### src/rtl/flp32_dot_seq_if.sv
// Bundle of the upstream operand stream, MAC issue/return and result ports of flp32_dot_seq.
// slave is the sequencer's view; master is the surrounding environment's view.
interface flp32_dot_seq_if #(
  parameter int CNT_W = 16
);
  logic             i_start;
  logic [CNT_W-1:0] i_len;
  logic [31:0]      i_a;
  logic [31:0]      i_b;
  logic             i_valid;
  logic             o_ready;
  logic [31:0]      o_mac_a;
  logic [31:0]      o_mac_b;
  logic [31:0]      o_mac_c;
  logic             o_mac_valid;
  logic [31:0]      i_mac_p;
  logic             i_mac_nan;
  logic             i_mac_inf;
  logic             i_mac_valid;
  logic [31:0]      o_res;
  logic             o_res_nan;
  logic             o_res_inf;
  logic             o_res_err;
  logic             o_res_valid;
  logic             o_busy;

  modport slave (
    input  i_start, i_len, i_a, i_b, i_valid, i_mac_p, i_mac_nan, i_mac_inf, i_mac_valid,
    output o_ready, o_mac_a, o_mac_b, o_mac_c, o_mac_valid,
    output o_res, o_res_nan, o_res_inf, o_res_err, o_res_valid, o_busy
  );

  modport master (
    output i_start, i_len, i_a, i_b, i_valid, i_mac_p, i_mac_nan, i_mac_inf, i_mac_valid,
    input  o_ready, o_mac_a, o_mac_b, o_mac_c, o_mac_valid,
    input  o_res, o_res_nan, o_res_inf, o_res_err, o_res_valid, o_busy
  );
endinterface

### src/rtl/flp32_dot_seq.sv
// Dot-product sequencer in front of a pipelined FP32 MAC: one pair in flight at a time.
// Optional MAC-return watchdog enabled by defining FLP_DOTSEQ_WDOG_EN.
module flp32_dot_seq #(
  parameter int CNT_W   = 16,
  parameter int MAC_LAT = 5
) (
  input  logic           clk,
  input  logic           rst,
  flp32_dot_seq_if.slave bus
);

  typedef enum logic [1:0] {IDLE, ISSUE, WAIT, DONE} state_t;

  state_t           state, state_nx;
  logic [CNT_W-1:0] cnt;
  logic [31:0]      acc;
  logic             nan_s, inf_s;
  logic [31:0]      mac_a, mac_b, mac_c;
  logic             mac_valid;
  logic [31:0]      res;
  logic             res_nan, res_inf;
  logic             start_take, take, mac_take, timeout;

  assign start_take = (state == IDLE)  && bus.i_start;
  assign take       = (state == ISSUE) && bus.i_valid;
  assign mac_take   = (state == WAIT)  && bus.i_mac_valid;

`ifdef FLP_DOTSEQ_WDOG_EN
  localparam int WD_W = $clog2(MAC_LAT + 2) + 1;
  logic [WD_W-1:0] wd;
  logic            err;

  // wd counts WAIT cycles from 0; the last accepted return slot is wd == MAC_LAT+1
  always_ff @(posedge clk or posedge rst) begin
    if (rst)                 wd <= '0;
    else if (state != WAIT)  wd <= '0;
    else                     wd <= wd + WD_W'(1);
  end

  assign timeout = (state == WAIT) && !bus.i_mac_valid && (wd == WD_W'(MAC_LAT + 1));

  always_ff @(posedge clk or posedge rst) begin
    if (rst)             err <= 1'b0;
    else if (start_take) err <= 1'b0;
    else if (timeout)    err <= 1'b1;
  end

  assign bus.o_res_err = err;
`else
  assign timeout       = 1'b0;
  assign bus.o_res_err = 1'b0;
`endif

  always_ff @(posedge clk or posedge rst) begin
    if (rst) state <= IDLE;
    else     state <= state_nx;
  end

  always_comb begin
    state_nx = state;
    unique case (state)
      IDLE:    if (bus.i_start) state_nx = (bus.i_len != '0) ? ISSUE : DONE;
      ISSUE:   if (bus.i_valid) state_nx = WAIT;
      WAIT: begin
        if (bus.i_mac_valid) state_nx = (cnt == '0) ? DONE : ISSUE;
        else if (timeout)    state_nx = DONE;
      end
      DONE:    state_nx = IDLE;
      default: state_nx = IDLE;
    endcase
  end

  // Result registers load on the transition into DONE so they are valid during DONE and hold after it
  always_ff @(posedge clk or posedge rst) begin
    if (rst) begin
      cnt       <= '0;
      acc       <= '0;
      nan_s     <= 1'b0;
      inf_s     <= 1'b0;
      mac_a     <= '0;
      mac_b     <= '0;
      mac_c     <= '0;
      mac_valid <= 1'b0;
      res       <= '0;
      res_nan   <= 1'b0;
      res_inf   <= 1'b0;
    end else begin
      mac_valid <= 1'b0;
      if (start_take) begin
        cnt   <= bus.i_len;
        acc   <= '0;
        nan_s <= 1'b0;
        inf_s <= 1'b0;
        if (bus.i_len == '0) begin
          res     <= '0;
          res_nan <= 1'b0;
          res_inf <= 1'b0;
        end
      end
      if (take) begin
        mac_a     <= bus.i_a;
        mac_b     <= bus.i_b;
        mac_c     <= acc;
        mac_valid <= 1'b1;
        if (cnt != '0) cnt <= cnt - CNT_W'(1);
      end
      if (mac_take) begin
        acc   <= bus.i_mac_p;
        nan_s <= nan_s | bus.i_mac_nan;
        inf_s <= inf_s | bus.i_mac_inf;
        if (cnt == '0) begin
          res     <= bus.i_mac_p;
          res_nan <= nan_s | bus.i_mac_nan;
          res_inf <= inf_s | bus.i_mac_inf;
        end
      end
      if (timeout) begin
        res     <= acc;
        res_nan <= nan_s;
        res_inf <= inf_s;
      end
    end
  end

  assign bus.o_ready     = (state == ISSUE);
  assign bus.o_busy      = (state != IDLE);
  assign bus.o_res_valid = (state == DONE);
  assign bus.o_mac_a     = mac_a;
  assign bus.o_mac_b     = mac_b;
  assign bus.o_mac_c     = mac_c;
  assign bus.o_mac_valid = mac_valid;
  assign bus.o_res       = res;
  assign bus.o_res_nan   = res_nan;
  assign bus.o_res_inf   = res_inf;

endmodule

### src/flat_wrapper.sv
// flat-port wrapper written by rule: the top's interface ports become plain ports
module flp32_dot_seq_flat 
#(
  parameter int CNT_W   = 16,
  parameter int MAC_LAT = 5
)
  (clk, rst, bus_i_start, bus_i_len, bus_i_a, bus_i_b, bus_i_valid, bus_i_mac_p, bus_i_mac_nan, bus_i_mac_inf, bus_i_mac_valid, bus_o_ready, bus_o_mac_a, bus_o_mac_b, bus_o_mac_c, bus_o_mac_valid, bus_o_res, bus_o_res_nan, bus_o_res_inf, bus_o_res_err, bus_o_res_valid, bus_o_busy);
  flp32_dot_seq_if #(.CNT_W(CNT_W)) bus_i ();
  input  logic clk;
  input  logic rst;
  input wire logic [$bits(bus_i.i_start)-1:0] bus_i_start;
  input wire logic [$bits(bus_i.i_len)-1:0] bus_i_len;
  input wire logic [$bits(bus_i.i_a)-1:0] bus_i_a;
  input wire logic [$bits(bus_i.i_b)-1:0] bus_i_b;
  input wire logic [$bits(bus_i.i_valid)-1:0] bus_i_valid;
  input wire logic [$bits(bus_i.i_mac_p)-1:0] bus_i_mac_p;
  input wire logic [$bits(bus_i.i_mac_nan)-1:0] bus_i_mac_nan;
  input wire logic [$bits(bus_i.i_mac_inf)-1:0] bus_i_mac_inf;
  input wire logic [$bits(bus_i.i_mac_valid)-1:0] bus_i_mac_valid;
  output wire logic [$bits(bus_i.o_ready)-1:0] bus_o_ready;
  output wire logic [$bits(bus_i.o_mac_a)-1:0] bus_o_mac_a;
  output wire logic [$bits(bus_i.o_mac_b)-1:0] bus_o_mac_b;
  output wire logic [$bits(bus_i.o_mac_c)-1:0] bus_o_mac_c;
  output wire logic [$bits(bus_i.o_mac_valid)-1:0] bus_o_mac_valid;
  output wire logic [$bits(bus_i.o_res)-1:0] bus_o_res;
  output wire logic [$bits(bus_i.o_res_nan)-1:0] bus_o_res_nan;
  output wire logic [$bits(bus_i.o_res_inf)-1:0] bus_o_res_inf;
  output wire logic [$bits(bus_i.o_res_err)-1:0] bus_o_res_err;
  output wire logic [$bits(bus_i.o_res_valid)-1:0] bus_o_res_valid;
  output wire logic [$bits(bus_i.o_busy)-1:0] bus_o_busy;
  assign bus_i.i_start = bus_i_start;
  assign bus_i.i_len = bus_i_len;
  assign bus_i.i_a = bus_i_a;
  assign bus_i.i_b = bus_i_b;
  assign bus_i.i_valid = bus_i_valid;
  assign bus_i.i_mac_p = bus_i_mac_p;
  assign bus_i.i_mac_nan = bus_i_mac_nan;
  assign bus_i.i_mac_inf = bus_i_mac_inf;
  assign bus_i.i_mac_valid = bus_i_mac_valid;
  assign bus_o_ready = bus_i.o_ready;
  assign bus_o_mac_a = bus_i.o_mac_a;
  assign bus_o_mac_b = bus_i.o_mac_b;
  assign bus_o_mac_c = bus_i.o_mac_c;
  assign bus_o_mac_valid = bus_i.o_mac_valid;
  assign bus_o_res = bus_i.o_res;
  assign bus_o_res_nan = bus_i.o_res_nan;
  assign bus_o_res_inf = bus_i.o_res_inf;
  assign bus_o_res_err = bus_i.o_res_err;
  assign bus_o_res_valid = bus_i.o_res_valid;
  assign bus_o_busy = bus_i.o_busy;
  flp32_dot_seq #(.CNT_W(CNT_W), .MAC_LAT(MAC_LAT)) u_core (.clk(clk), .rst(rst), .bus(bus_i));
endmodule
### config.mk
export PLATFORM = sky130hd
export DESIGN_NAME = flp32_dot_seq_flat
export DESIGN_NICKNAME = d
export VERILOG_FILES = /design/src/rtl/flp32_dot_seq_if.sv /design/src/rtl/flp32_dot_seq.sv /design/src/flat_wrapper.sv
export SDC_FILE = /design/constraint.sdc
export NUM_CORES = 1
export LEC_CHECK = 0
export ABC_AREA = 1
export CAP_MARGIN = 0
export CORE_ASPECT_RATIO = 1.5
export CORE_MARGIN = 1.5
export CORE_UTILIZATION = 35
export CTS_CLUSTER_DIAMETER = 100
export CTS_CLUSTER_SIZE = 28
export DETAILED_ROUTE_END_ITERATION = 10
export PLACE_DENSITY_LB_ADDON = 0.1
export SLEW_MARGIN = 15
export SYNTH_ARGS = -nofsm -noshare
export SYNTH_HDL_FRONTEND = slang
export SYNTH_SLANG_ARGS = --single-unit
### constraint.sdc
create_clock -name clk -period 5.6 [get_ports clk]
set_input_delay 0.84 -clock clk [delete_from_list [all_inputs] [get_ports clk]]
set_output_delay 0.84 -clock clk [all_outputs]
set_load 0.01 [all_outputs]
* Word-level counts from Yosys, hierarchy flattened
Cells that the tools add are included.
** Word-level totals
- Memory bits (writable) :: 0
- Memories kept :: 0
- Input port bits :: 119
- Register bits after elaboration :: 183
- Latch bits :: 0
- Logic and storage cells :: 59
- Memory bits (read-only) :: 0
- Output and inout port bits :: 135
** Operators by class
- Eq/ne operators :: 6
- Div/mod/pow operators :: 0
- Bitwise gates (word level) :: 2
- Multiplexer cells :: 27
- Reduce and logical (&&, ||, !) cells :: 11
- $add $sub $neg :: 1
- $mul :: 0
- Order comparisons :: 0
- Shifts and indexed selects :: 0
** Operator list (count)
- 2-to-1 mux 32 bit :: 6
- 2-to-1 mux 16 bit :: 3
- logical NOT 16 bit :: 2
- nonzero test 16 bit :: 2
- subtractor 16 x 1 -> 16 bit (second input constant) :: 1
- 2-to-1 mux 1 bit :: 12
- 2-to-1 mux 2 bit :: 5
- case mux 2 bit (4 select lines) :: 1
- inequality test 2 bit (second input constant) :: 3
- == test 2 bit (second input constant) :: 2
- nonzero test 2 bit :: 2
- logical AND 1 bit :: 3
- AND reduction 3 bit :: 1
- == test 2 x 1 -> 1 bit (second input constant) :: 1
- logical NOT 2 bit :: 1
- bitwise OR 1 bit :: 2

* Depth between registers and ports, before layout
- Depth in word-level cells :: 5
- Gate-level depth with buffers :: 10
- Gate-level depth less buffers :: 10

* Least setup slack after synthesis
No wires, ideal clock.
- Kind :: input to register
- From :: in bus_i_mac_valid
- To :: reg u_core.res[10], in the netlist u_core.bus.o_res[10]
- Stages :: 5
- Buffers on the path :: 2
- Setup time :: 0.118 ns
- Required time :: 5.482 ns
- Arrival :: 1.647 ns
- Setup slack :: 3.835 ns
- Cell sequence :: clkbuf_1 -> nand4_1 -> buf_2 -> nand3_1 -> nand2_1
** On the way
- Word-level cells in the longest chain between the ends :: 2
** Ends and longest elaborated chain
- start, declared :: line flat_wrapper.sv:19 : input wire logic [$bits(bus_i.i_mac_valid)-1:0] bus_i_mac_valid;
- logical AND 1 bit :: line flp32_dot_seq.sv:26 : assign mac_take = (state == WAIT) && bus.i_mac_valid;
- 2-to-1 mux 32 bit :: line flp32_dot_seq.sv:107 : if (mac_take) begin
- end signal, assigned :: line flp32_dot_seq.sv:112 : res <= bus.i_mac_p;
- end, declared :: line flp32_dot_seq.sv:20 : logic [31:0] res;
No other way between the ends.
A chain may end at the register's enable or synchronous reset.

* Final worst setup path
- From :: in bus_i_len[3]
- To :: reg u_core.res[20], in the netlist u_core.bus.o_res[20]
** On the way
- Word-level cells in the longest chain between the ends :: 5
** Ends and longest elaborated chain
- start, declared :: line flat_wrapper.sv:12 : input wire logic [$bits(bus_i.i_len)-1:0] bus_i_len;
- logical NOT 16 bit (*) :: line flp32_dot_seq.sv:94 : if (bus.i_len == '0) begin
- 2-to-1 mux 32 bit (*) :: line flp32_dot_seq.sv:94
- 2-to-1 mux 32 bit (*) :: line flp32_dot_seq.sv:89 : if (start_take) begin
- 2-to-1 mux 32 bit :: line flp32_dot_seq.sv:111 : if (cnt == '0) begin
- 2-to-1 mux 32 bit (*) :: line flp32_dot_seq.sv:107
Mark *: on every way between the ends. The rest lies on a longest branch, timed or not.

==> reports/qor.txt <==
status: finished, final reports clean
crit path time final: 2730 ps
synthesized area per cell: 8.58 µm²
final clock skew: 11.1 ps
area of the multi-input gates: 2590 µm²
min-delay src: u_core.bus.o_mac_a[26]
final routed DRC violation total: 0
Die Wd: 124 µm
Crit path arrival time: 3060 ps
MaxCap Viol Count: 0
Reg2Reg Depth: 7
peak supply drop: 0.000241 V
post-synthesis cell count: 890
Final HPWL DP: 14500 µm
Internal: 0.00349 W
Starting Density: 0.354
initial antenna violation count: 1
busiest grt layer: met2
DR iter-0 viols: 356
vias per cell: 4.66
Storage cell area: 4580 µm²
share of layout cells above drive strength 1: 0.0484
Site Rows: 66
synth warn: 0
P per Cell Area: 483 nW/µm²
flops & latches, synth: 183
gpl congestion: 0.782
Root Buffer: clkbuf_16
Clock transition at path regs: 70 ps
# nets final: 1244
Seq/Total Area, Yosys: 0.600
Post-Syn Nets: 1011
leakage: 5.24 nW
critical path's top delay family: simple AND/OR/NAND/NOR gates
via count: 6563
post_cts resized: 0
critical path buffer and inverter count: 1
slowest stage delay, CP: 770 ps
gr ovfl total: 0
M2 GR Usage: 0.340
critical path cell sequence: clkdlybuf4s50_1 -> nor2_1 -> nand2_1 -> nor2_1 -> nand4_2 -> nand3_1 -> nand2_1
RSZ-0062 raised after global routing: no
Fin. Hold Viols: 0
first-pass GRT wire length: 34800 µm
Slowest-stage cell, CP: nand4_2
clock network fraction of design power: 0.242
Crit Path Max Fanout: 34
H-tree depth: 4
min-delay worst type: flop to flop
RR Endpoint: u_core.cnt[15]
final worst path period share: 0.488
clock sink count: 183
hold path depth: 2
final setup fails: 0
Die Ht: 184 µm
Max-slew headroom: 0.321
GR Util met1: 0.229
sw power: 0.00180 W
Area Growth Syn to Fin: 43.6%
Worst EP required: 5920 ps
post-synthesis compound-gate area fraction: 0.0649
Comb pwr share: 0.365
max-slew violation count: 0
largest net degree at the start of global routing: 184
final setup TNS: 0 ps
Mapped Area: 7630 µm²
CTS Hold Bufs: 0
Adder-Cell Fraction of Synth Area: 0.00328
Fillers: 2048
post-synthesis xor/xnor area fraction: 0.00688
reg2reg setup slack: 3340 ps
1st-pass router iterations: 6
number of CTS-inserted buffers: 17
met3 usage in global routing: 0.0729
Clock Tree Buf Depth: 2
setup repair bufs after CTS: 0
Startpoint Class: primary input
sequential cell fraction of total power: 0.393
CP Class: primary input to flop
Detail Route Antenna Nets: 0
Die ar.: 22700 µm²
Net Sw Frac: 0.340
Avg WL per Cell: 15.5 µm
CTS tree: built
Hold WS: 469 ps
final WL: 21900 µm
nature of the critical path endpoint: flop
number of global-route vias before repair: 6712
largest family of logic cells by synthesized area: simple AND/OR/NAND/NOR gates
Slew @ Worst Pin: 1020 ps
hold path endpoint: u_core.bus.o_mac_a[26]
core region area: 21600 µm²
worst r2r src: u_core.state[0]
GRT Overall Usage: 0.202
simple-gate portion of the synthesized area: 0.263
Achievable Freq: 0.366 GHz
proportion of synthesized area in mux cells: 0
post-synth cell types: 24
Worst-Skew Late Latency: 440 ps
Port Buffer Count: 252
Ports: 254
-- registers in the layout, summed over array words and instances, names as in the netlist --
register / cells
u_core.state: 2
u_core.acc: 32
u_core.bus.o_res_inf: 1
u_core.bus.o_mac_c: 32
u_core.bus.o_mac_a: 32
u_core.bus.o_mac_b: 32
u_core.bus.o_mac_valid: 1
u_core.bus.o_res_nan: 1
u_core.bus.o_res: 32
u_core.nan_s: 1
u_core.inf_s: 1
u_core.cnt: 16
-- routing by layer --
layer,vias up,wire length [µm]
li1,3254,-
met1,3056,8630
met2,224,10900
met3,29,1760
met4,0,572
met5,-,0
-- placed cells by master (no fill, tap or decap), drive strengths merged --
cell / n
nor3: 1
nand3: 86
clkinv: 8
or2: 5
buf: 9
nand2: 364
xor2: 6
bufinv: 4
a22o: 2
o21ai: 88
conb: 1
nor2: 34
diode: 1
and2: 1
inv: 63
clkdlybuf4s50: 251
nand4: 3
o211ai: 5
clkinvlp: 1
dfrtp: 183
clkbuf: 19
ha: 2
-- synth_stat cells (all sizes together) --
library cell	n	area share
and2	1	0.00082
a22o	2	0.0023
clkinv	1	0.00049
nand2	364	0.18
buf	28	0.022
nand3	86	0.056
dfrtp	183	0.60
xor2	6	0.0069
o21ai	88	0.058
nand4	3	0.0033
or2	5	0.0041
o211ai	5	0.0049
nor2	34	0.018
clkbuf	18	0.0089
conb	1	0.00049
ha	2	0.0033
inv	62	0.030
nor3	1	0.0013
-- through the flow --
step	power (W)	std cells	util	setup WS, ps	area, µm²
3_3_place_gp	0.00404	1376	0.480	2380	10300
6_report	0.00529	1409	0.509	2870	11000
4_1_cts	0.00537	1408	0.508	2830	11000
3_5_place_dp	0.00406	1376	0.480	2360	10300
2_1_floorplan	0.00303	890	-	2410	7640
5_1_grt	0.00569	1409	0.509	2680	11000
-- worst max path at each step --
stage | start | endpoint | depth (start not counted)
2_1_floorplan | rst | u_core.acc[0] | 1
3_3_place_gp | bus_i_len[3] | u_core.bus.o_res[11] | 7
3_5_place_dp | bus_i_len[3] | u_core.bus.o_res[20] | 7
4_1_cts | bus_i_len[3] | u_core.bus.o_res[20] | 7
5_1_grt | bus_i_len[3] | u_core.bus.o_res[15] | 7
6_report | bus_i_len[3] | u_core.bus.o_res[20] | 7
-- final cells by class --
type / count / share of cell area
clock buffers: 19 / 0.0404
clock inverters: 13 / 0.0161
repair buffers: 260 / 0.236
flip-flops and latches: 183 / 0.418
multi-input cells: 598 / 0.236
inverters: 63 / 0.0221
diodes: 1 / 0.000228
well taps: 272 / 0.0310
-- worst reg2reg max path, stage by stage (launching register included) --
cell	delay, ps
dfrtp_1	390
inv_1	100
nor3_4	220
buf_4	630
nand2_1	380
inv_2	290
nand3_1	110
nand2_1	80
-- cells by family (layout without fill, tap and decap cells) --
family,after synthesis,in the layout
flops,183,183
other cells,1,2
buf+inv,109,355
simple gates,494,494
xor+xnor,6,6
fa+ha+maj,2,2
compound gates,95,95
-- power by group through the flow --
| stage | Sequential [W] | Clock (W) | Combinational (W) |
|---|---|---|---|
| 2_1_floorplan | 0.00220 | 0 | 0.000831 |
| 3_3_place_gp | 0.00209 | 0 | 0.00195 |
| 3_5_place_dp | 0.00210 | 0 | 0.00196 |
| 4_1_cts | 0.00208 | 0.00132 | 0.00197 |
| 5_1_grt | 0.00214 | 0.00137 | 0.00218 |
| 6_report | 0.00208 | 0.00128 | 0.00193 |
Power figures use the tool's default switching activity.
